## config.mk

```make
export PLATFORM = sky130hd
export DESIGN_NAME = input_conditioner
export DESIGN_NICKNAME = d
export VERILOG_FILES = /design/src/rtl/input_conditioner.sv
export SDC_FILE = /design/constraint.sdc
export NUM_CORES = 1
export LEC_CHECK = 0
export ABC_AREA = 1
export CAP_MARGIN = 20
export CORE_ASPECT_RATIO = 1.1
export CORE_MARGIN = 4
export CORE_UTILIZATION = 55
export CTS_CLUSTER_DIAMETER = 100
export DETAILED_ROUTE_END_ITERATION = 10
export DONT_BUFFER_PORTS = 1
export GPL_TIMING_DRIVEN = 0
export PLACE_DENSITY = 0.7
export SLEW_MARGIN = 40
export SYNTH_ARGS = -nofsm -noshare
export SYNTH_HDL_FRONTEND = slang
export SYNTH_SLANG_ARGS = --single-unit
```

## constraint.sdc

```tcl
create_clock -name CLOCK_50 -period 1.9 [get_ports CLOCK_50]
set_input_delay 0.285 -clock CLOCK_50 [delete_from_list [all_inputs] [get_ports CLOCK_50]]
set_output_delay 0.285 -clock CLOCK_50 [all_outputs]
set_load 0.05 [all_outputs]
```

## src/rtl/input_conditioner.sv

```systemverilog
// input_conditioner: board-input front end for the Minilab0 top level.
// Synchronizes the active-low KEY buttons and SW slide switches into the
// CLOCK_50 domain, debounces every key with its own four-state FSM and emits
// clean levels plus single-cycle press/release/switch-change pulses.
//
// Optional feature macro: INPUT_COND_SW_DEBOUNCE_EN
//   defined   -> each switch is debounced by the same FSM as the keys
//   undefined -> switches are synchronizer-only (no switch FSM/counter)
//
// Ports:
//   CLOCK_50     in   system clock, rising edge
//   rst_n        in   asynchronous active-low reset
//   key_raw      in   raw buttons, 0 = pressed, asynchronous
//   sw_raw       in   raw switches, 1 = up, asynchronous
//   key_level    out  debounced key state, 1 = pressed
//   key_press    out  one-cycle pulse when key_level rises
//   key_release  out  one-cycle pulse when key_level falls
//   sw_sync      out  synchronized (optionally debounced) switch levels
//   sw_change    out  one-cycle pulse when any sw_sync bit changes

// Single-channel debouncer: qualifies an active-high synchronized input and
// produces a registered level plus registered rise/fall pulses.
module input_conditioner_debounce #(
  parameter int unsigned DEBOUNCE_CYCLES = 16,
  parameter int unsigned CNT_W           = $clog2(DEBOUNCE_CYCLES + 1)
) (
  input  logic clk,
  input  logic rst_n,
  input  logic i_s,
  output logic o_level,
  output logic o_rise,
  output logic o_fall
);

  typedef enum logic [1:0] {
    RELEASED     = 2'd0,
    PRESS_WAIT   = 2'd1,
    PRESSED      = 2'd2,
    RELEASE_WAIT = 2'd3
  } state_t;

  localparam logic [CNT_W-1:0] CNT_LAST = CNT_W'(DEBOUNCE_CYCLES - 1);
  localparam logic [CNT_W-1:0] CNT_ONE  = CNT_W'(1);

  state_t           r_state;
  state_t           w_state_nxt;
  logic [CNT_W-1:0] r_cnt;
  logic [CNT_W-1:0] w_cnt_nxt;
  logic             r_level;
  logic             r_rise;
  logic             r_fall;
  logic             w_level_nxt;
  logic             w_rise_nxt;
  logic             w_fall_nxt;

  // State, counter and output registers
  always_ff @(posedge clk or negedge rst_n) begin
    if (!rst_n) begin
      r_state <= RELEASED;
      r_cnt   <= '0;
      r_level <= 1'b0;
      r_rise  <= 1'b0;
      r_fall  <= 1'b0;
    end else begin
      r_state <= w_state_nxt;
      r_cnt   <= w_cnt_nxt;
      r_level <= w_level_nxt;
      r_rise  <= w_rise_nxt;
      r_fall  <= w_fall_nxt;
    end
  end

  // Next-state, counter and pulse decode; counter stops at CNT_LAST so it never wraps
  always_comb begin
    w_state_nxt = r_state;
    w_cnt_nxt   = '0;
    w_rise_nxt  = 1'b0;
    w_fall_nxt  = 1'b0;
    w_level_nxt = 1'b0;

    case (r_state)
      RELEASED: begin
        if (i_s) begin
          w_state_nxt = PRESS_WAIT;
          w_cnt_nxt   = CNT_ONE;
        end
      end
      PRESS_WAIT: begin
        if (!i_s) begin
          w_state_nxt = RELEASED;
        end else if (r_cnt == CNT_LAST) begin
          w_state_nxt = PRESSED;
          w_rise_nxt  = 1'b1;
        end else begin
          w_cnt_nxt = r_cnt + CNT_ONE;
        end
      end
      PRESSED: begin
        if (!i_s) begin
          w_state_nxt = RELEASE_WAIT;
          w_cnt_nxt   = CNT_ONE;
        end
      end
      RELEASE_WAIT: begin
        if (i_s) begin
          w_state_nxt = PRESSED;
        end else if (r_cnt == CNT_LAST) begin
          w_state_nxt = RELEASED;
          w_fall_nxt  = 1'b1;
        end else begin
          w_cnt_nxt = r_cnt + CNT_ONE;
        end
      end
      default: begin
        w_state_nxt = RELEASED;
      end
    endcase

    // Level follows the state being entered so it moves with the pulse
    w_level_nxt = (w_state_nxt == PRESSED) || (w_state_nxt == RELEASE_WAIT);
  end

  assign o_level = r_level;
  assign o_rise  = r_rise;
  assign o_fall  = r_fall;

endmodule

module input_conditioner #(
  parameter int unsigned NUM_KEYS        = 4,
  parameter int unsigned NUM_SW          = 10,
  parameter int unsigned SYNC_STAGES     = 2,
  parameter int unsigned DEBOUNCE_CYCLES = 16,
  parameter int unsigned CNT_W           = $clog2(DEBOUNCE_CYCLES + 1)
) (
  input  logic                CLOCK_50,
  input  logic                rst_n,
  input  logic [NUM_KEYS-1:0] key_raw,
  input  logic [NUM_SW-1:0]   sw_raw,
  output logic [NUM_KEYS-1:0] key_level,
  output logic [NUM_KEYS-1:0] key_press,
  output logic [NUM_KEYS-1:0] key_release,
  output logic [NUM_SW-1:0]   sw_sync,
  output logic                sw_change
);

  logic [NUM_KEYS-1:0] r_key_sync [SYNC_STAGES];
  logic [NUM_SW-1:0]   r_sw_sync  [SYNC_STAGES];
  logic [NUM_KEYS-1:0] w_key_s;
  logic [NUM_SW-1:0]   w_sw_s;
  logic [NUM_SW-1:0]   r_sw_prev;
  logic                r_sw_change;

  // Key synchronizer; resets to all-ones so keys start released
  always_ff @(posedge CLOCK_50 or negedge rst_n) begin
    if (!rst_n) begin
      for (int i = 0; i < SYNC_STAGES; i++) r_key_sync[i] <= '1;
    end else begin
      r_key_sync[0] <= key_raw;
      for (int i = 1; i < SYNC_STAGES; i++) r_key_sync[i] <= r_key_sync[i-1];
    end
  end

  // Switch synchronizer; resets to all-zeros
  always_ff @(posedge CLOCK_50 or negedge rst_n) begin
    if (!rst_n) begin
      for (int i = 0; i < SYNC_STAGES; i++) r_sw_sync[i] <= '0;
    end else begin
      r_sw_sync[0] <= sw_raw;
      for (int i = 1; i < SYNC_STAGES; i++) r_sw_sync[i] <= r_sw_sync[i-1];
    end
  end

  // Buttons are active-low on the board; debounce in active-high form
  assign w_key_s = ~r_key_sync[SYNC_STAGES-1];
  assign w_sw_s  = r_sw_sync[SYNC_STAGES-1];

  // One independent debouncer per key
  for (genvar g = 0; g < NUM_KEYS; g++) begin : g_key
    input_conditioner_debounce #(
      .DEBOUNCE_CYCLES (DEBOUNCE_CYCLES),
      .CNT_W           (CNT_W)
    ) u_key_db (
      .clk     (CLOCK_50),
      .rst_n   (rst_n),
      .i_s     (w_key_s[g]),
      .o_level (key_level[g]),
      .o_rise  (key_press[g]),
      .o_fall  (key_release[g])
    );
  end

`ifdef INPUT_COND_SW_DEBOUNCE_EN
  // Switch edge pulses are not needed; sw_change comes from the levels
  logic [NUM_SW-1:0] w_sw_rise_unused;
  logic [NUM_SW-1:0] w_sw_fall_unused;

  for (genvar g = 0; g < NUM_SW; g++) begin : g_sw
    input_conditioner_debounce #(
      .DEBOUNCE_CYCLES (DEBOUNCE_CYCLES),
      .CNT_W           (CNT_W)
    ) u_sw_db (
      .clk     (CLOCK_50),
      .rst_n   (rst_n),
      .i_s     (w_sw_s[g]),
      .o_level (sw_sync[g]),
      .o_rise  (w_sw_rise_unused[g]),
      .o_fall  (w_sw_fall_unused[g])
    );
  end
`else
  assign sw_sync = w_sw_s;
`endif

  // Change detector on the published switch levels
  always_ff @(posedge CLOCK_50 or negedge rst_n) begin
    if (!rst_n) begin
      r_sw_prev   <= '0;
      r_sw_change <= 1'b0;
    end else begin
      r_sw_prev   <= sw_sync;
      r_sw_change <= |(sw_sync ^ r_sw_prev);
    end
  end

  assign sw_change = r_sw_change;

endmodule

```

Word level (Yosys, flattened, before mapping)
Index checks and enable logic that the tools add are counted.
{ "word_totals": {"reg_bits": 79, "in_bits": 16, "output_inout_bits": 23, "word_cells": 137} }
{ "op_classes": {"n_addsub": 4, "n_eq_ne": 24, "mux": 72, "bitwise_logic": 2, "reduce_logical": 9} }
{ "ops": {"columns": ["operator", "count"], "rows": [
  ["$pmux W5 S4", 4],
  ["$mux W5", 12],
  ["$mux W2", 24],
  ["$eq A2 B2 Y1 const B", 16],
  ["$pmux W2 S4", 4],
  ["$mux W1", 28],
  ["$add A5 B1 Y5 const B", 4],
  ["$eq A5 B4 Y1 const B", 4],
  ["$reduce_or A10 Y1", 1],
  ["$xor A10 B10 Y10", 1],
  ["$eq A2 B1 Y1 const B", 4],
  ["$logic_not A2 Y1", 4],
  ["$logic_or A1 B1 Y1", 4],
  ["$not A4 Y4", 1]
]} }

Logic depth before layout (Yosys ltp)
Gate-level depths: netlist of the first run.
{ "depth": {"depth_word": 6, "ltp_mapped": 7, "ltp_nobuf": 7} }

Cells and area by module
Synthesis of the first run repeated with hierarchy kept, for this count alone.
{ "unflattened": {"hier_cells": 262, "hier_area_um2": 2926.6} }
{ "modules_own_cells": {"columns": ["module", "n_inst", "cells_per_inst", "area_each_um2", "seq_area_each_um2"], "rows": [
  ["input_conditioner_debounce at g_key[0].u_key_db ...", 3, 43, 421.7, 250.2],
  ["input_conditioner", 1, 87, 1234.9, 985.9],
  ["input_conditioner_debounce at g_key[3].u_key_db", 1, 46, 426.7, 250.2]
]} }

Least setup slack after synthesis of the first run
Ideal clock, no wire load.
{ "synth_timing": {"path_kind": "reg2reg", "startpoint": "reg g_key[1].u_key_db.r_cnt[0]", "endpoint": "reg g_key[1].u_key_db.r_level", "setup_time_ns": 0.118, "arrival_time_ns": 0.981, "required_ns": 1.782, "path_slack_ns": 0.801, "path_stages_with_launch": 7, "path_buffers": 0, "synth_period_minus_slack_ns": 1.099, "cell_sequence": "dfrtp_1 > ha_1 > nand3_2 > nor2_2 > nand2_2 > o21ai_2 > inv_1"} }
{ "synth_between": {"elab_chain_cells": 6, "word_cells_on_any_way": 9, "cone_classes": "eq/ne (3); mux (5); reduce/logical (1)"} }
{ "synth_lines": {"columns": ["element", "line", "text"], "rows": [
  ["start: declaration", "47", "logic [CNT_W-1:0] r_cnt;"],
  ["start signal: assignment", "66", "r_cnt <= w_cnt_nxt;"],
  ["$eq A5 B4 Y1 *", "91, 107", null],
  ["$mux W2 (on tied branches)", "107, 91", null],
  ["$mux W2 (on tied branches)", "105, 89", null],
  ["$pmux W2 S4 *", "81", "case (r_state)"],
  ["$eq A2 B2 Y1", "120", "w_level_nxt = (w_state_nxt == PRESSED) || (w_state_nxt == RELEASE_WAIT);"],
  ["$logic_or A1 B1 Y1 *", "120", null],
  ["via g_key[1].u_key_db.w_level_nxt", "52", "logic w_level_nxt;"],
  ["end signal: assignment", "67", "r_level <= w_level_nxt;"],
  ["end: declaration", "49", "logic r_level;"]
]} }
Mark *: on every way through the listed nets, which the timed path passes. The rest lies on a longest branch.

Worst setup path after layout of the first run
{ "layout_timing": {"startpoint": "reg r_sw_sync (netlist bit sw_sync[5])", "endpoint": "out sw_sync[5]"} }
{ "layout_lines": {"columns": ["element", "line", "text"], "rows": [
  ["start: declaration", "148", "logic [NUM_SW-1:0] r_sw_sync [SYNC_STAGES];"],
  ["end: declaration", "143", "output logic [NUM_SW-1:0] sw_sync,"]
]} }
No word-level cell between the ends.

==> results of run 1 <==
[cell families (layout without fill, tap and decap cells)]
logic type / after synthesis / after routing / share of synthesized area, %
buf+inv: 53 / 82 / 9.707
simple gates: 76 / 76 / 12.17
compound gates: 11 / 11 / 2.459
xor+xnor: 18 / 18 / 5.436
flops: 79 / 79 / 68.51
fa+ha+maj: 4 / 4 / 1.726
[where the power goes]
group          leakage (nW)  internal [mW]  switching (mW)
logic                 0.583         0.0633          0.0840
registers             0.983           1.75          0.0368
clock network        0.0805          0.503           0.515
[cell type report]
cell class                      count  area share, %
Timing Repair Buffer               14          4.285
Clock buffer                       14          4.667
Clock inverter                      1         0.1530
Tap cell                           58          2.219
Buffer                             22          5.050
Inverter                           31          3.558
Sequential cell                    79          60.75
Multi-Input combinational cell    109          19.32
[worst paths after layout]
check	slack, ns	endpoint	cells after the start	start
setup / recovery	0.66	sw_sync[5]	1	sw_sync[5]
hold / removal	-0.36	g_key[0].u_key_db.r_state[1]	0	rst_n
setup reg to reg	0.66	g_key[3].u_key_db.r_state[1]	6	g_key[3].u_key_db.r_cnt[0]
hold reg to reg	0.35	sw_sync[2]	0	r_sw_sync[12]
max in group asynchronous	2.06	r_key_sync[1]	0	rst_n
min in group CLOCK_50	0.35	sw_sync[2]	0	r_sw_sync[12]
[through the flow]
stage,instances,power (mW),setup slack [ns],hold WS (ns),cell area (µm²)
floorplan,241,1.919,0.8007,-0.01059,2900
detailed placement,299,1.941,0.6608,-0.008442,2973
global route,328,3.087,0.5334,-0.3877,3271
CTS,328,2.994,0.6344,-0.3811,3271
global placement,299,1.933,0.7083,-0.008501,2973
finish,328,2.947,0.6621,-0.3554,3271
[cell usage after synthesis, types with 5 or more instances]
cell type	n	area share, %
nand3_1	5	0.86
nor2_2	5	1.1
nor2_1	17	2.2
nand2_1	31	4.0
dfrtp_1	71	61
nor3_1	9	1.6
dfstp_2	8	7.2
xor2_1	6	1.8
xnor2_1	12	3.6
buf_4	22	5.7
nand2_2	5	1.1
inv_1	30	3.9
[flip-flops by register name, summed over array words and instances, names as in the netlist]
| name | cells |
|---|---|
| g_key.u_key_db.r_cnt | 20 |
| r_sw_prev | 10 |
| r_sw_sync | 10 |
| sw_sync | 10 |
| g_key.u_key_db.r_state | 8 |
| r_key_sync | 8 |
| g_key.u_key_db.o_fall | 4 |
| g_key.u_key_db.o_level | 4 |
| g_key.u_key_db.o_rise | 4 |
| sw_change | 1 |
[per-layer routing]
metal | track usage, % | up-vias | wire, µm
li1 | - | 766 | -
met1 | 15.95 | 723 | 1654
met2 | 22.78 | 29 | 1963
met3 | 4.721 | 4 | 189
met4 | 8.738 | 0 | 63
met5 | 0 | - | 0
==> results.json, run 1 <==
{
  "drc": 0,
  "crit_path_cell_trace": "buf_4",
  "drive_gt1_share_pct": 21.85,
  "rows": 27,
  "ys_ff_latch": 79,
  "portBuffers": 0,
  "setup_viol": 0,
  "antenna_found_initial": 0,
  "fin_crit_ns": 1.238,
  "area_growth_pct": 12.77,
  "syn-num-nets": 261,
  "async_flop_share_pct": 100.0,
  "finalMaxSlewViolations": 0,
  "grt_pass1_vias": 1613,
  "worst_pin_slew_ns": 0.4471,
  "final_cell_mix": "dfrtp_1 (71), nand2_1 (31), inv_1 (30), buf_4 (22), nor2_1 (17)",
  "cp_slowest_cell": "dfrtp_1",
  "synth_edf_count": 0,
  "num_vias": 1522,
  "grt_pass1_wl_um": 6941,
  "p_per_area_nw_per_um2": 901.2,
  "netlist_instances": 241,
  "holdBufCountCts": 14,
  "seq_area_um2": 1987,
  "grt_setup_unrepaired": "false",
  "crit_path_max_fanout": 3,
  "syn_area_per_cell_um2": 12.03,
  "post_cts_buffers": 0,
  "start_util_pct": 57.23,
  "diodes": 0,
  "antenna_left": 0,
  "outcome": "finished, violations left",
  "ys_types": 19,
  "clk_path_buf_depth": 2,
  "multi_input_area_um2": 631.9,
  "hp-class": "primary input to async pin",
  "worstSetupPathType": "flip-flop to primary output",
  "critPathArrivalTime_ns": 0.95,
  "htreeDepth": 3,
  "p_leak_nw": 1.646,
  "fin_hold_ws_ns": -0.3554,
  "grt_overflow": 0,
  "via_per_inst": 4.640,
  "synth_ff_type": "dfrtp_1",
  "num_io_pins": 39,
  "skew_ns": 0.004106,
  "ys_seq_area_share_pct": 68.51,
  "first_iter_violations": 52,
  "clkTransAtPathRegs_ns": 0.07,
  "wirelength_um": 3871,
  "violations": "negative hold slack",
  "drtPass1Iterations": 4,
  "slew_headroom_pct": 70.21,
  "die_h_um": 84.16,
  "layout_commonest_cell": "dfrtp_1",
  "crit_family": "flip-flops",
  "cts_sinks": 79,
  "yosysWarnings": 0,
  "num-fill-cells": 406,
  "setup_tns_ns": 0,
  "finalNetCount": 286,
  "clk_latency_ns": 0.33,
  "start_kind": "flip-flop",
  "fp.dieW_um": 77.24,
  "cts_tree": "built",
  "cts_made_buffers": 9,
  "max_cap_viol_count": 0,
  "worstPathRequired_ns": 1.62,
  "fin_util_pct": 64.54,
  "syn_area_um2": 2900,
  "vdd.ir_drop.worst_uv": 576.5,
  "min_period_over_period_pct": 65.15,
  "finalHoldViolCount": 79,
  "max_freq_mhz": 807.8,
  "core_area_um2": 5067,
  "worstSetupEndpointType": "primary output",
  "grt_max_degree": 80,
  "avgRoutedWirePerCell_um": 11.80,
  "cts_resized": 0,
  "gp_congestion": 0.7489,
  "grt_usage_pct": 14.03,
  "clockRootBuffer": "clkbuf_8",
  "dp.final_hpwl_um": 2704,
  "max_stage_delay_ns": 0.42,
  "path_buf_inv": 1,
  "die_area_um2": 6500
}
No activity file was read; power rests on OpenSTA's default activity.
==> run 2, diff against run 1 <==
--- a/config.mk
+++ b/config.mk
@@ -5,7 +5,7 @@
 export SDC_FILE = /design/constraint.sdc
 export NUM_CORES = 1
 export LEC_CHECK = 0
-export ABC_AREA = 1
+export ABC_AREA = 0
 export CAP_MARGIN = 20
 export CORE_ASPECT_RATIO = 1.1
 export CORE_MARGIN = 4
==> constraint.sdc (replaced) <==
create_clock -name CLOCK_50 -period 1.21 [get_ports CLOCK_50]
set_input_delay 0.1815 -clock CLOCK_50 [delete_from_list [all_inputs] [get_ports CLOCK_50]]
set_output_delay 0.1815 -clock CLOCK_50 [all_outputs]
set_load 0.05 [all_outputs]
==> results.json, run 2 <==
{
  "grt.busiest_layer": "met2",
  "first_iter_violations": 77,
  "die_h_um": 84.41,
  "netlist.area_leader.share_pct": 60.87,
  "multi_input_area_um2": 853.3,
  "grt_pass1_vias": 1757,
  "dp.final_hpwl_um": 3116,
  "diodes": 0,
  "synth_area_leaders": "dfrtp_1 (61%), dfstp_2 (7.2%), buf_4 (5.7%)",
  "r2r_cells": 4,
  "largest_reg_flops": 20,
  "netlist_instances": 213,
  "ys_ff_latch": 79,
  "yosys-top-cells-count": "dfrtp_1 (71), buf_4 (22), nand2_1 (18)",
  "cp_slowest_cell": "dfrtp_1",
  "start_util_pct": 57.60,
  "clkTransAtPathRegs_ns": 0.07,
  "min_period_over_period_pct": 107.0,
  "rrSetupSlack_ns": -0.09,
  "p_total_mw": 5.227,
  "antenna_found_initial": 0,
  "via_per_inst": 5.084,
  "fin_hold_ws_ns": -0.4654,
  "fin_util_pct": 71.56,
  "gp_congestion": 0.7326,
  "die_area_um2": 6538,
  "hp-class": "primary input to async pin",
  "wirelength_um": 5004,
  "vdd.ir_drop.worst_uv": 981.0,
  "skew_ns": 0.007478,
  "synth_ff_type": "dfrtp_1",
  "syn-num-nets": 233,
  "outcome": "finished, violations left",
  "layout_setup_ws_ns": -0.08517,
  "critPathArrivalTime_ns": 1.55,
  "pre_cts_slack_ns": -0.1880,
  "grt_pass1_wl_um": 8280,
  "cts_tree": "built",
  "slew_headroom_pct": 70.72,
  "worstPathRequired_ns": 1.47,
  "drc": 0,
  "cts_made_buffers": 9,
  "clk_latency_ns": 0.34,
  "htreeDepth": 3,
  "grt_max_degree": 80,
  "core_area_um2": 5067,
  "finalHoldViolCount": 79,
  "crit_family": "flip-flops",
  "async_flop_share_pct": 100.0,
  "avgRoutedWirePerCell_um": 15.59,
  "syn_area_um2": 2919,
  "grt_usage_pct": 16.77,
  "finalNetCount": 278,
  "crit_path_cell_trace": "ha_4 -> nand3_4 -> nor3b_4 -> mux2i_1",
  "seq_area_um2": 1987,
  "synth_edf_count": 0,
  "synth.most_common_cell": "dfrtp_1",
  "antenna_left": 0,
  "drive_gt1_share_pct": 33.08,
  "final_cell_mix": "dfrtp_1 (71), buf_4 (40), nand2_1 (16), dlygate4sd3_1 (14), clkbuf_8 (11)",
  "worst_pin_slew_ns": 0.4396,
  "fin_crit_ns": 1.295,
  "drtPass1Iterations": 4,
  "worstSetupEndpointType": "flip-flop",
  "max_stage_delay_ns": 0.42,
  "clockRootBuffer": "clkbuf_8",
  "met2_usage_pct": 30.32,
  "netlist.top_cell.by_area": "dfrtp_1",
  "grt_overflow": 0,
  "start_kind": "flip-flop",
  "grt_use_met3_pct": 6.545,
  "num-fill-cells": 337,
  "reg2reg_from": "g_key[1].u_key_db.r_cnt[0]",
  "r2r-end": "g_key[1].u_key_db.o_level",
  "num_io_pins": 39,
  "max_cap_viol_count": 0,
  "clk_path_buf_depth": 2,
  "yosysWarnings": 0,
  "grtUsageMet1_pct": 17.66,
  "violations": "negative hold slack, negative setup slack",
  "portBuffers": 0,
  "setup_viol": 12,
  "rows": 27,
  "p_leak_nw": 1.655,
  "holdBufCountCts": 14,
  "area_growth_pct": 24.22,
  "finalMaxSlewViolations": 0,
  "layout_commonest_cell": "dfrtp_1",
  "setup_tns_ns": -0.4312,
  "worstSetupPathType": "flip-flop to flip-flop",
  "p_per_area_nw_per_um2": 1442,
  "ys_seq_area_share_pct": 68.07,
  "grt_setup_unrepaired": "true",
  "max_freq_mhz": 772.1,
  "top_register": "g_key.u_key_db.r_cnt",
  "ys_types": 28,
  "crit_path_max_fanout": 6,
  "path_buf_inv": 0,
  "cts_sinks": 79,
  "num_vias": 1632,
  "fp.dieW_um": 77.46,
  "syn_area_per_cell_um2": 13.70
}
[run 2: how the worst max path moves through the flow]
stage	from	endpoint	slack, ns	cells after the start
final	g_key[1].u_key_db.r_cnt[0]	g_key[1].u_key_db.o_level	-0.09	4
after global routing	g_key[1].u_key_db.r_cnt[1]	g_key[1].u_key_db.r_state[1]	-0.15	4
after CTS	g_key[2].u_key_db.r_cnt[0]	g_key[2].u_key_db.o_level	-0.09	4
after detailed placement	g_key[2].u_key_db.r_cnt[0]	g_key[2].u_key_db.o_level	-0.19	4
after global placement	g_key[2].u_key_db.r_cnt[0]	g_key[2].u_key_db.o_level	-0.08	4
after floorplan	g_key[1].u_key_db.r_cnt[0]	g_key[1].u_key_db.o_level	-0.01	4
[run 2: area by class of cell]
class,instances,share of cell area [%]
inverters,7,0.7246
flip-flops and latches,79,54.80
multi-input cells,105,23.53
plain buffers,22,4.658
repair buffers,34,8.109
clock inverters,3,1.794
well taps,58,2.001
clock buffers,13,4.382
[run 2: logic make-up after synthesis]
family          after synthesis  synth area share (%)
buf+inv                      29                 6.558
mux                           8                 2.743
compound gates                8                 1.843
xor+xnor                     18                 5.401
flops                        79                 68.07
simple gates                 67                 13.67
fa+ha+maj                     4                 1.715
[run 2: through the flow]
| step | cell area (µm²) | instances |
|---|---|---|
| 6_report | 3626 | 321 |
| 5_1_grt | 3626 | 321 |
| 3_5_place_dp | 3002 | 271 |
| 2_1_floorplan | 2929 | 213 |
| 3_3_place_gp | 3002 | 271 |
| 4_1_cts | 3488 | 312 |
[run 2: repair_timing]
item,4_1_cts,5_1_grt
setup buffers,11,10
endpoints found under the setup margin,24,31
pin swaps,10,10
hold endpoints to repair,93,79
resized for setup,6,14
[run 2: metal layers]
layer | vias up | wire [µm]
met5 | - | 0
met4 | 0 | 64
met3 | 6 | 201
met2 | 35 | 2827
met1 | 818 | 1910
li1 | 773 | -
[run 2: worst register-to-register path, delay by kind of cell, from the launching register on]
| kind | cells | cell delay, ns |
|---|---|---|
| fa+ha+maj | 1 | 0.18 |
| simple gates | 2 | 0.39 |
| flops | 1 | 0.42 |
| mux | 1 | 0.24 |
[run 2: power breakdown]
group	switching (mW)	total [mW]	internal [mW]
clock	0.856	2.13	1.27
combinational	0.144	0.290	0.146
sequential	0.0681	2.81	2.74
==> run 3, diff against run 2 <==
--- a/config.mk
+++ b/config.mk
@@ -5,7 +5,7 @@
 export SDC_FILE = /design/constraint.sdc
 export NUM_CORES = 1
 export LEC_CHECK = 0
-export ABC_AREA = 0
+export ABC_AREA = 1
 export CAP_MARGIN = 20
 export CORE_ASPECT_RATIO = 1.1
 export CORE_MARGIN = 4
==> results.json, run 3 (synthesis gave the netlist of run 1 again) <==
{
  "grt_max_degree": 80,
  "clk_latency_ns": 0.33,
  "holdBufCountCts": 14,
  "place_area_um2": 2973,
  "die_area_um2": 6500,
  "max_stage_delay_ns": 0.40,
  "core_area_um2": 5067,
  "vdd.ir_drop.worst_uv": 905.7,
  "drc": 0,
  "finalMaxSlewViolations": 0,
  "finalNetCount": 297,
  "area_growth_pct": 17.86,
  "start_kind": "flip-flop",
  "cp_slowest_cell": "dfrtp_1",
  "clkTransAtPathRegs_ns": 0.07,
  "crit_path_max_fanout": 5,
  "pre_cts_slack_ns": -0.02923,
  "via_per_inst": 4.699,
  "skew_ns": 0.004092,
  "gp_congestion": 0.7489,
  "worstPathRequired_ns": 1.43,
  "fp.dieW_um": 77.24,
  "first_iter_violations": 50,
  "layout_setup_ws_ns": 0.02375,
  "diodes": 0,
  "wl_met2_um": 2139,
  "cts_made_buffers": 9,
  "die_h_um": 84.16,
  "worstSetupEndpointType": "flip-flop",
  "htreeDepth": 3,
  "avgRoutedWirePerCell_um": 12.29,
  "cts_sinks": 79,
  "num_io_pins": 39,
  "violations": "negative hold slack",
  "finalHoldViolCount": 79,
  "largest_reg_flops": 20,
  "p_per_area_nw_per_um2": 1365,
  "slew_headroom_pct": 70.21,
  "drtPass1Iterations": 4,
  "crit_cells": 6,
  "layout_commonest_cell": "dfrtp_1",
  "grt_pass1_wl_um": 7044,
  "worstSetupPathType": "flip-flop to flip-flop",
  "clockRootBuffer": "clkbuf_8",
  "reg2reg_from": "g_key[3].u_key_db.r_cnt[1]",
  "critPathArrivalTime_ns": 1.41,
  "p_leak_nw": 1.707,
  "rows": 27,
  "grt_pass1_vias": 1601,
  "grt_usage_pct": 14.26,
  "max_cap_viol_count": 0,
  "clk_path_buf_depth": 2,
  "grt_setup_unrepaired": "true",
  "crit_path_cell_trace": "ha_4 -> nand3_4 -> nor2_4 -> nand2_4 -> o21ai_4 -> inv_1",
  "setup_viol": 0,
  "drt-met1-wl_um": 1749,
  "fin_area_um2": 3418,
  "r2r_cells": 6,
  "cts_tree": "built",
  "drive_gt1_share_pct": 27.40,
  "path_buf_inv": 1,
  "top_register": "g_key.u_key_db.r_cnt",
  "dp.final_hpwl_um": 2704,
  "antenna_found_initial": 0,
  "top_layer_used": "met4",
  "worst_pin_slew_ns": 0.4471,
  "fin_hold_ws_ns": -0.4617,
  "grt_overflow": 0,
  "wl_met3_um": 178,
  "max_freq_mhz": 843.0,
  "outcome": "finished, violations left",
  "portBuffers": 0,
  "min_period_over_period_pct": 98.04,
  "start_util_pct": 57.23,
  "antenna_left": 0,
  "crit_family": "flip-flops",
  "wirelength_um": 4166,
  "fin_crit_ns": 1.186,
  "hp-class": "primary input to async pin",
  "final_cell_mix": "dfrtp_1 (71), buf_4 (33), nand2_1 (31), inv_1 (30), nor2_1 (17)",
  "r2r-end": "g_key[3].u_key_db.r_state[1]",
  "num_vias": 1593,
  "cp-startpoint": "g_key[3].u_key_db.r_cnt[1]",
  "rrSetupSlack_ns": 0.02
}
run 3: changes by cell type in the layout (fill, tap and decap cells not counted), sizes merged, moves of 7 or more:
cell / previous run / this run
nand2: 18 / 36
inv: 7 / 31
mux2i: 8 / 0
nor2: 12 / 22
nor3: 2 / 9
buf: 42 / 33
run 3: power breakdown:
part	leakage [nW]	switching [mW]	internal (mW)
logic	0.643	0.142	0.121
clock network	0.0805	0.811	0.790
registers	0.983	0.0600	2.74
run 3: area by class of cell:
class,count,area (µm²)
flip-flops and latches,79,1987
fillers,396,1649
multi-input cells,109,696.9
repair buffers,25,222.7
plain buffers,22,165.2
clock buffers,14,152.6
inverters,31,116.4
well taps,58,72.57
clock inverters,1,5.005
run 3: how the worst max path moves through the flow:
stage,slack (ns),endpoint
2_1_floorplan,0.11,g_key[1].u_key_db.o_level
3_3_place_gp,0.02,g_key[0].u_key_db.o_level
3_5_place_dp,-0.03,g_key[0].u_key_db.o_level
4_1_cts,-0.002,g_key[3].u_key_db.r_state[1]
5_1_grt,-0.09,g_key[0].u_key_db.o_level
6_report,0.02,g_key[3].u_key_db.r_state[1]
run 3: worst reg2reg max path: stages (launching register included):
cell and delay [ns]:
dfrtp_1 0.40, ha_4 0.17, nand3_4 0.09, nor2_4 0.12
nand2_4 0.08, o21ai_4 0.17, inv_1 0.05
run 3: repair_timing:
action / 4_1_cts / 5_1_grt
endpoints found under the hold margin: 93 / 79
gates resized for setup: 3 / 12
setup buffers: 3 / 8
pin swaps: 0 / 5
setup endpoints to repair: 6 / 17
run 3: routing by layer:
metal / vias up / global-route usage (%)
met5: - / 0
met4: 0 / 8.738
met3: 8 / 4.721
met2: 34 / 22.55
met1: 764 / 16.90
li1: 787 / -
run 3: metrics by stage:
step / total power, mW / utilization (%) / std cells / TNS [ns] / hold slack (ns)
after CTS: 4.713 / 65.14 / 331 / -0.002345 / -0.4846
after detailed placement: 3.048 / 58.67 / 299 / -0.06553 / -0.1119
final: 4.664 / 67.46 / 339 / 0 / -0.4617
after global routing: 4.880 / 67.46 / 339 / -0.5018 / -0.4909
after global placement: 3.036 / 58.67 / 299 / 0 / -0.1120
after floorplan: 3.013 / - / 241 / 0 / -0.1141
